<file path="src/rtl/tug_pkg.sv">
// Shared types for the tug-of-war match controller: sequencer states and winner codes.
package tug_pkg;

  typedef enum logic [2:0] {
    IDLE,
    CLEAR,
    PLAY,
    LATCH,
    SETTLE,
    HOLD,
    OVER
  } seq_state_t;

  typedef logic [1:0] winner_t;

  localparam winner_t WIN_NONE  = 2'b00;
  localparam winner_t WIN_LEFT  = 2'b01;
  localparam winner_t WIN_RIGHT = 2'b10;

  // Only a single-hot code names a real winner; 00 and 11 are treated as noise.
  function automatic logic winner_valid(input winner_t w);
    return (w == WIN_LEFT) || (w == WIN_RIGHT);
  endfunction

endpackage

</file>
<file path="src/rtl/hold_timer.sv">
// Loadable down-counter that paces the between-round result display.
module hold_timer #(
  parameter int W = 2
) (
  input  logic         clk,
  input  logic         reset,
  input  logic         load,
  input  logic [W-1:0] load_val,
  input  logic         en,
  output logic         zero
);

  logic [W-1:0] count;

  // NOTE: sequential state uses non-blocking assignments so every flop samples pre-edge values.
  always_ff @(posedge clk) begin
    if (reset) begin
      count <= '0;
    end else if (load) begin
      count <= load_val;
    end else if (en && (count != '0)) begin
      count <= count - 1'b1;
    end
  end

  assign zero = (count == '0);

endmodule

</file>
<file path="src/rtl/round_sequencer.sv">
// Match-level controller: runs each round (clear, play, score, hold) and ends the match.
module round_sequencer
  import tug_pkg::*;
#(
  parameter logic [2:0] WIN_SCORE   = 3'd7,
  parameter int         HOLD_CYCLES = 25_000_000
) (
  input  logic       clk,
  input  logic       reset,
  input  logic       start,
  input  logic       done,
  input  logic [1:0] winner,
  input  logic [2:0] score_left,
  input  logic [2:0] score_right,
  output logic       game_en,
  output logic       round_clear,
  output logic       match_over,
  output logic [1:0] champion,
  output logic [3:0] round_cnt
);

  // A one-cycle hold would need a zero-width counter; keep at least one bit.
  localparam int          TW        = (HOLD_CYCLES > 1) ? $clog2(HOLD_CYCLES) : 1;
  localparam logic [TW-1:0] HOLD_LOAD = TW'(HOLD_CYCLES - 1);

  seq_state_t state, state_nxt;
  winner_t    champion_nxt;
  logic       start_q, done_q;
  logic       start_rise, done_rise;
  logic       timer_zero;

  assign start_rise = start & ~start_q;
  assign done_rise  = done & ~done_q;

  hold_timer #(.W(TW)) u_hold_timer (
    .clk      (clk),
    .reset    (reset),
    .load     (state == SETTLE),
    .load_val (HOLD_LOAD),
    .en       (state == HOLD),
    .zero     (timer_zero)
  );

  always_ff @(posedge clk) begin
    if (reset) begin
      state     <= IDLE;
      start_q   <= 1'b0;
      done_q    <= 1'b0;
      champion  <= WIN_NONE;
      round_cnt <= '0;
    end else begin
      state    <= state_nxt;
      start_q  <= start;
      done_q   <= done;
      champion <= champion_nxt;
      if ((state == LATCH) && (round_cnt != 4'd15)) begin
        round_cnt <= round_cnt + 4'd1;
      end
    end
  end

  // NOTE: every always_comb output gets a default first so no path can infer a latch.
  always_comb begin
    state_nxt    = state;
    champion_nxt = champion;
    unique case (state)
      IDLE:   if (start_rise) state_nxt = CLEAR;
      CLEAR:  state_nxt = PLAY;
      PLAY:   if (done_rise && winner_valid(winner)) state_nxt = LATCH;
      LATCH:  state_nxt = SETTLE;
      SETTLE: begin
        if (score_left == WIN_SCORE) begin
          state_nxt    = OVER;
          champion_nxt = WIN_LEFT;
        end else if (score_right == WIN_SCORE) begin
          state_nxt    = OVER;
          champion_nxt = WIN_RIGHT;
        end else begin
          state_nxt = HOLD;
        end
      end
      HOLD:   if (timer_zero) state_nxt = CLEAR;
      OVER:   state_nxt = OVER;
      default: state_nxt = IDLE;
    endcase
  end

  assign game_en     = (state == PLAY);
  assign round_clear = (state == CLEAR);
  assign match_over  = (state == OVER);

endmodule

</file>
<file path="config.mk">
export PLATFORM = sky130hd
export DESIGN_NAME = round_sequencer
export DESIGN_NICKNAME = d
export VERILOG_FILES = /design/src/rtl/tug_pkg.sv /design/src/rtl/hold_timer.sv /design/src/rtl/round_sequencer.sv
export SDC_FILE = /design/constraint.sdc
export NUM_CORES = 1
export LEC_CHECK = 0
export ABC_AREA = 1
export CAP_MARGIN = 20
export CORE_MARGIN = 8
export CORE_UTILIZATION = 35
export CTS_CLUSTER_DIAMETER = 80
export CTS_CLUSTER_SIZE = 20
export DETAILED_ROUTE_END_ITERATION = 10
export DONT_BUFFER_PORTS = 1
export PLACE_DENSITY_LB_ADDON = 0.25
export SYNTH_ARGS = -nofsm -noshare
export SYNTH_HDL_FRONTEND = slang
export SYNTH_SLANG_ARGS = --single-unit
</file>
<file path="constraint.sdc">
create_clock -name clk -period 1.4 [get_ports clk]
set_input_delay 0.21 -clock clk [delete_from_list [all_inputs] [get_ports clk]]
set_output_delay 0.21 -clock clk [all_outputs]
set_load 0.005 [all_outputs]
</file>
==> results.yml, run 1 <==
setup_path:
  crit_type: "flip-flop to flip-flop"
  startpoint_type: "flip-flop"
  reg2reg_depth: 13
  r2r_start: "u_hold_timer.count[1]"
  r2r_end: "u_hold_timer.count[22]"
  critPathMaxFanout: 15
  critPathArrivalTime_ns: 1.75
  required_ns: 1.60
  crit_path_end_kind: "flip-flop"
  r2r_setup_slack_ns: -0.15
clock_network:
  cts_tree: "yes"
  clock_latency_ns: 0.30
  hold_buffers: 2
  cts_sinks: 36
  cts_buffers: 5
  htreeDepth: 2
  cts-root-buf: "clkbuf_8"
  clkTransAtPathRegs_ns: 0.08
  clockBufferDepth: 2
layout:
  final_util_pct: 51.1
  drive_above_1_share_pct: 34.1
  final_common_cell: "nand2_1"
  post-route-cell-area_um2: 3230
  diodes: 0
  area_growth_pct: 41.8
  nets: 439
  finalNonFillerCells: 502
  layout_common_cells: "nand2_1 (70), buf_4 (67), nor2_1 (47), inv_1 (39), nand3_1 (36)"
detailed_routing:
  wl_per_cell_um: 12.4
  postRouteAntennaNets: 0
  drt_iter0_drc: 107
  wl_mm: 6.25
  viasPerCell: 4.80
  drc: 0
  vias: 2412
  drtPass1Iterations: 4
floorplan:
  die_h_um: 96.6
  initial_utilization_pct: 36.0
  core_area_um2: 6310
  io_pins: 21
  die_w_um: 96.6
  dieArea_um2: 9340
  rows: 29
global_routing:
  grt_pass1_vias: 2394
  grt_overflow: 0
  grt_pass1_wl_mm: 10.7
  grt_max_degree: 17
  grt_use_total_pct: 13.4
  antenna_found_initial: 0
timing:
  finalCritPeriodShare_pct: 110
  holdWs_ns: -0.0312
  rsz0062_at_grt: "true"
  worst_pin_slew_ns: 0.359
  layout_setup_ws_ns: -0.147
  final.setup.tns_ns: -2.80
  clock.fmax_ghz: 0.647
  clock_skew_ns: 0.00494
  setup_violations: 27
  slew_headroom_pct: 76.0
  maxSlewViolCount: 0
  hold_violations: 12
  fin_crit_ns: 1.55
synth:
  synth_seq_area_share_pct: 31.7
  synth_cell_types: 30
  syn_nets: 364
  syn_area_um2: 2280
  synth_simple_gate_area_share_pct: 45.1
  avgSynthCellArea_um2: 6.52
  ys_warn_count: 0
  ys_seq_elements: 36
  synth_compound_area_share_pct: 7.42
  synth_top_family_by_area: "simple AND/OR/NAND/NOR gates"
  synth_fa_ha_area_share_pct: 1.65
  muxShareOfSynthArea_pct: 0
  synthCells: 349
  synthXorXnorAreaFrac_pct: 3.85
placed_design:
  dp_cells: 488
  gp_congestion: 0.907
  hpwlAfterDp_mm: 4.77
  postPlaceCellArea_um2: 2930
  portBuffers: 0
min_path:
  hold_path_startpoint: "reset"
  hold_path_end: "state[2]"
  hold_path_depth: 1
  min_path_type: "input pin to flip-flop"
pwr:
  peakVddDrop_mv: 0.712
  powerDensity_nw_per_um2: 1450
  power.leakage_nw: 1.63
outcome:
  run_status: "finished with violations"
  violations: "negative hold slack, negative setup slack"
job:
  max_cap_viol_count: 0
-- critical path: stages, from the launching register on --
cell and delay, ns:
dfxtp_4 0.36, inv_4 0.06, ha_4 0.12, inv_2 0.02, nor2_1 0.07, nand2_1 0.06
nor2_2 0.12, nand3_4 0.13, nand2_8 0.16, inv_8 0.08, nand3_1 0.08, nand3_1 0.08
nand2_1 0.06, inv_1 0.03
-- cell families (layout without fill, tap and decap cells) --
family                     count (synthesis)  count (layout)
and+or+nand+nor                          213             214
xor gates and xnor gates                  10              10
adders and majority gates                  3               3
DFF                                       36              36
buffers and inverters                     55             130
AOI/OAI and AO/OA                         32              32
-- Yosys cell counts --
cell	instances	share of area, %
clkbuf_1	2	0.33
nand2_4	1	0.49
a21oi_2	1	0.38
o21ai_0	11	2.4
inv_4	1	0.28
nand3_4	1	0.77
a31oi_1	3	0.82
nand2_8	1	0.88
nand3_1	42	9.2
nor2_8	2	1.8
xnor2_1	4	1.5
nand3_2	1	0.44
buf_2	3	0.66
inv_2	3	0.49
o22ai_1	1	0.28
nor2_4	4	2.0
ha_1	3	1.6
and3_1	1	0.28
nand2_2	3	0.82
nand3b_1	1	0.33
nor2_2	8	2.2
nand2_1	74	12
xor2_1	6	2.3
nor2_1	58	9.6
dfxtp_1	36	32
nor3_1	5	1.1
a21oi_1	16	3.5
buf_6	3	1.5
inv_1	43	7.1
nand4_1	11	3.0
-- final cells by class --
cell class / instances / area (um2)
inverters: 47 / 189
multi-input cells: 259 / 1480
fillers: 656 / 3090
clock inverters: 1 / 7.51
repair buffers: 75 / 639
flip-flops and latches: 36 / 727
clock buffers: 7 / 86.3
well taps: 77 / 96.3
-- registers in the layout (all words and copies together), names as in the netlist --
signal	flops
champion	2
done_q	1
round_cnt	4
start_q	1
state	3
u_hold_timer.count	25
-- how the worst max path moves through the flow --
stage / startpoint / to / slack (ns) / cells after the start
4_1_cts: u_hold_timer.count[1] / u_hold_timer.count[14] / -0.13 / 12
2_1_floorplan: u_hold_timer.count[0] / state[0] / -0.14 / 12
5_1_grt: u_hold_timer.count[1] / u_hold_timer.count[21] / -0.28 / 13
3_5_place_dp: u_hold_timer.count[1] / u_hold_timer.count[22] / -0.15 / 13
6_report: u_hold_timer.count[1] / u_hold_timer.count[22] / -0.15 / 13
3_3_place_gp: u_hold_timer.count[0] / u_hold_timer.count[10] / -0.11 / 9
-- layer usage --
| metal | share of wire, % | wire, um | up-vias | track usage (%) |
|---|---|---|---|---|
| met3 | 5.3 | 328 | 9 | 3.41 |
| met1 | 47 | 2950 | 1075 | 16.4 |
| li1 | - | - | 1273 | - |
| met5 | 0 | 0 | - | 0 |
| met4 | 1.7 | 108 | 0 | 4.62 |
| met2 | 46 | 2860 | 55 | 22.1 |
-- repair_timing --
item / in CTS / in global routing
endpoints found under the hold margin: 14 / 12
gates resized for setup: 11 / 32
setup buffers: 0 / 2
setup endpoints to repair: 28 / 29
gates cloned: 1 / 1
pin swaps: 5 / 8
-- where the power goes --
group          leakage [nW]  internal, mW  switching, mW
clock                0.0445         0.401          0.411
sequential            0.293          1.11         0.0754
combinational          1.29          1.23           1.44
total                  1.63          2.74           1.92
-- through the flow --
| step | power (mW) | worst slack [ns] |
|---|---|---|
| 6_report | 4.66 | -0.147 |
| 5_1_grt | 5.04 | -0.283 |
| 4_1_cts | 4.40 | -0.126 |
| 3_5_place_dp | 3.50 | -0.148 |
| 3_3_place_gp | 3.48 | -0.111 |
| 2_1_floorplan | 2.64 | -0.135 |
Note: power is estimated with default switching activity, not from simulation.
==> inputs of run 2 (changes only) <==
CORE_ASPECT_RATIO = 1.5   (was not set)
==> run 2 against run 1 <==
  * The flow still finishes with violations (negative hold slack, negative setup slack)
  * Critical path type unchanged
  * Cell count is 3.4% lower
  * Power is 7.4% lower
  * Largest cell class unchanged
  * Clock skew is 0.00089 ns lower
==> results.yml, run 2 (synthesis results as in run 1) <==
setup_path:
  r2r_start: "u_hold_timer.count[0]"
  required_ns: 1.58
  crit_type: "flip-flop to flip-flop"
  critPathArrivalTime_ns: 1.73
  crit_path_end_kind: "flip-flop"
  r2r_setup_slack_ns: -0.15
  critPathMaxFanout: 8
  startpoint_type: "flip-flop"
  worstSetupStartpoint: "u_hold_timer.count[0]"
global_routing:
  grt_max_degree: 26
  grt_pass1_wl_mm: 11.0
  grt_use_total_pct: 14.7
  grt_overflow: 0
  antenna_found_initial: 0
  grt_pass1_vias: 2409
timing:
  rsz0062_at_grt: "true"
  final.setup.tns_ns: -2.48
  finalCritPeriodShare_pct: 111
  slew_headroom_pct: 74.4
  worst_pin_slew_ns: 0.383
  clock_skew_ns: 0.00405
  maxSlewViolCount: 0
  setup_violations: 26
  clock.fmax_ghz: 0.646
  hold_violations: 12
  layout_setup_ws_ns: -0.148
  holdWs_ns: -0.0278
  fin_crit_ns: 1.55
layout:
  area_growth_pct: 34.6
  final_common_cell: "nand2_1"
  largest_register_ffs: 25
  top_regs: "u_hold_timer.count (25), round_cnt (4), state (3)"
  nets: 424
  drive_above_1_share_pct: 31.3
  diodes: 0
  layout_common_cells: "nand2_1 (68), buf_4 (54), nor2_1 (47), inv_1 (39), nand3_1 (37)"
  finalNonFillerCells: 485
  top_register: "u_hold_timer.count"
detailed_routing:
  vias: 2373
  wl_mm: 6.54
  postRouteAntennaNets: 0
  drt_iter0_drc: 110
  drc: 0
  viasPerCell: 4.89
  drtPass1Iterations: 5
  wl_per_cell_um: 13.5
pwr:
  peakVddDrop_mv: 0.829
  power.leakage_nw: 1.54
  power_frac_clock_pct: 17.1
  p_sw_mw: 1.83
  powerDensity_nw_per_um2: 1410
  pwr-share-seq_pct: 27.5
  swShare_pct: 42.4
  p_int_mw: 2.48
  combinationalPowerShare_pct: 55.4
clock_network:
  cts-root-buf: "clkbuf_8"
  clock_latency_ns: 0.29
  cts_sinks: 36
  clkTransAtPathRegs_ns: 0.08
  cts_tree: "yes"
  cts_buffers: 5
  clockBufferDepth: 2
  htreeDepth: 2
  hold_buffers: 2
placed_design:
  gp_congestion: 0.915
  hpwlAfterDp_mm: 5.00
  portBuffers: 0
  dp_cells: 472
min_path:
  hold_path_startpoint: "reset"
  min_path_type: "input pin to flip-flop"
floorplan:
  core_area_um2: 6400
  die_w_um: 81.8
  dieArea_um2: 9390
  io_pins: 21
  die_h_um: 115
  initial_utilization_pct: 35.6
  rows: 36
job:
  max_cap_viol_count: 0
outcome:
  run_status: "finished with violations"
  violations: "negative hold slack, negative setup slack"
## run 2: cell types whose count changed in the layout (fill, tap and decap cells not counted), sizes merged
cell	before	now
clkinv	0	1
buf	72	58
clkbuf	8	5
## run 2: through the flow
stage	total power [mW]	setup slack, ns	utilization [%]	hold slack (ns)	cell area (um2)
after CTS	4.22	-0.132	46.1	-0.0313	2950
after global placement	3.39	-0.132	43.8	0.278	2800
final	4.32	-0.148	47.9	-0.0278	3060
after floorplan	2.64	-0.135	-	0.332	2320
after detailed placement	3.41	-0.164	43.8	0.283	2800
after global routing	4.67	-0.265	47.9	-0.0407	3060
## run 2: per-layer routing
metal	vias up	track usage (%)	wire (um)
met5	-	0	0
met4	0	6.59	152
met3	9	2.97	258
met2	45	27.1	3510
met1	1088	15.2	2620
li1	1231	-	-
## run 2: layout make-up
| cell class | count | area [um2] |
|---|---|---|
| Clock buffer | 5 | 68.8 |
| Clock inverter | 2 | 12.5 |
| Fill cell | 665 | 3330 |
| Inverter | 47 | 191 |
| Multi-Input combinational cell | 259 | 1480 |
| Sequential cell | 36 | 728 |
| Tap cell | 76 | 95.1 |
| Timing Repair Buffer | 60 | 488 |
## run 2: power groups by stage
stage | combinational [mW] | sequential, mW | clock [mW]
CTS | 2.28 | 1.18 | 0.764
global placement | 2.19 | 1.20 | 0
floorplan | 1.42 | 1.22 | 0
global route | 2.67 | 1.20 | 0.803
detailed placement | 2.21 | 1.20 | 0
finish | 2.39 | 1.19 | 0.739
## run 2: path summary, 6_finish.rpt
path,end,depth (start not counted)
worst max-delay path,u_hold_timer.count[10],12
worst min-delay path,u_hold_timer.count[13],1
worst max register to register,u_hold_timer.count[10],12
worst min register to register,champion[0],2
## run 2: worst max-delay path, cell delays in order (launching register included)
cell and delay, ns:
dfxtp_2 0.34, inv_4 0.08, ha_4 0.12, inv_2 0.03
nor2_1 0.07, nand2_1 0.06, nor2_2 0.12, nand3_4 0.13
nand2_8 0.13, buf_12 0.14, nor2_2 0.04, xor2_1 0.11
nor2_1 0.05
## run 2: what timing repair did
action,4_1_cts,5_1_grt
hold endpoints to repair,14,12
buffers inserted,0,3
pin swaps,8,8
endpoints found under the setup margin,28,30
gates cloned,1,0
gates resized for setup,11,31
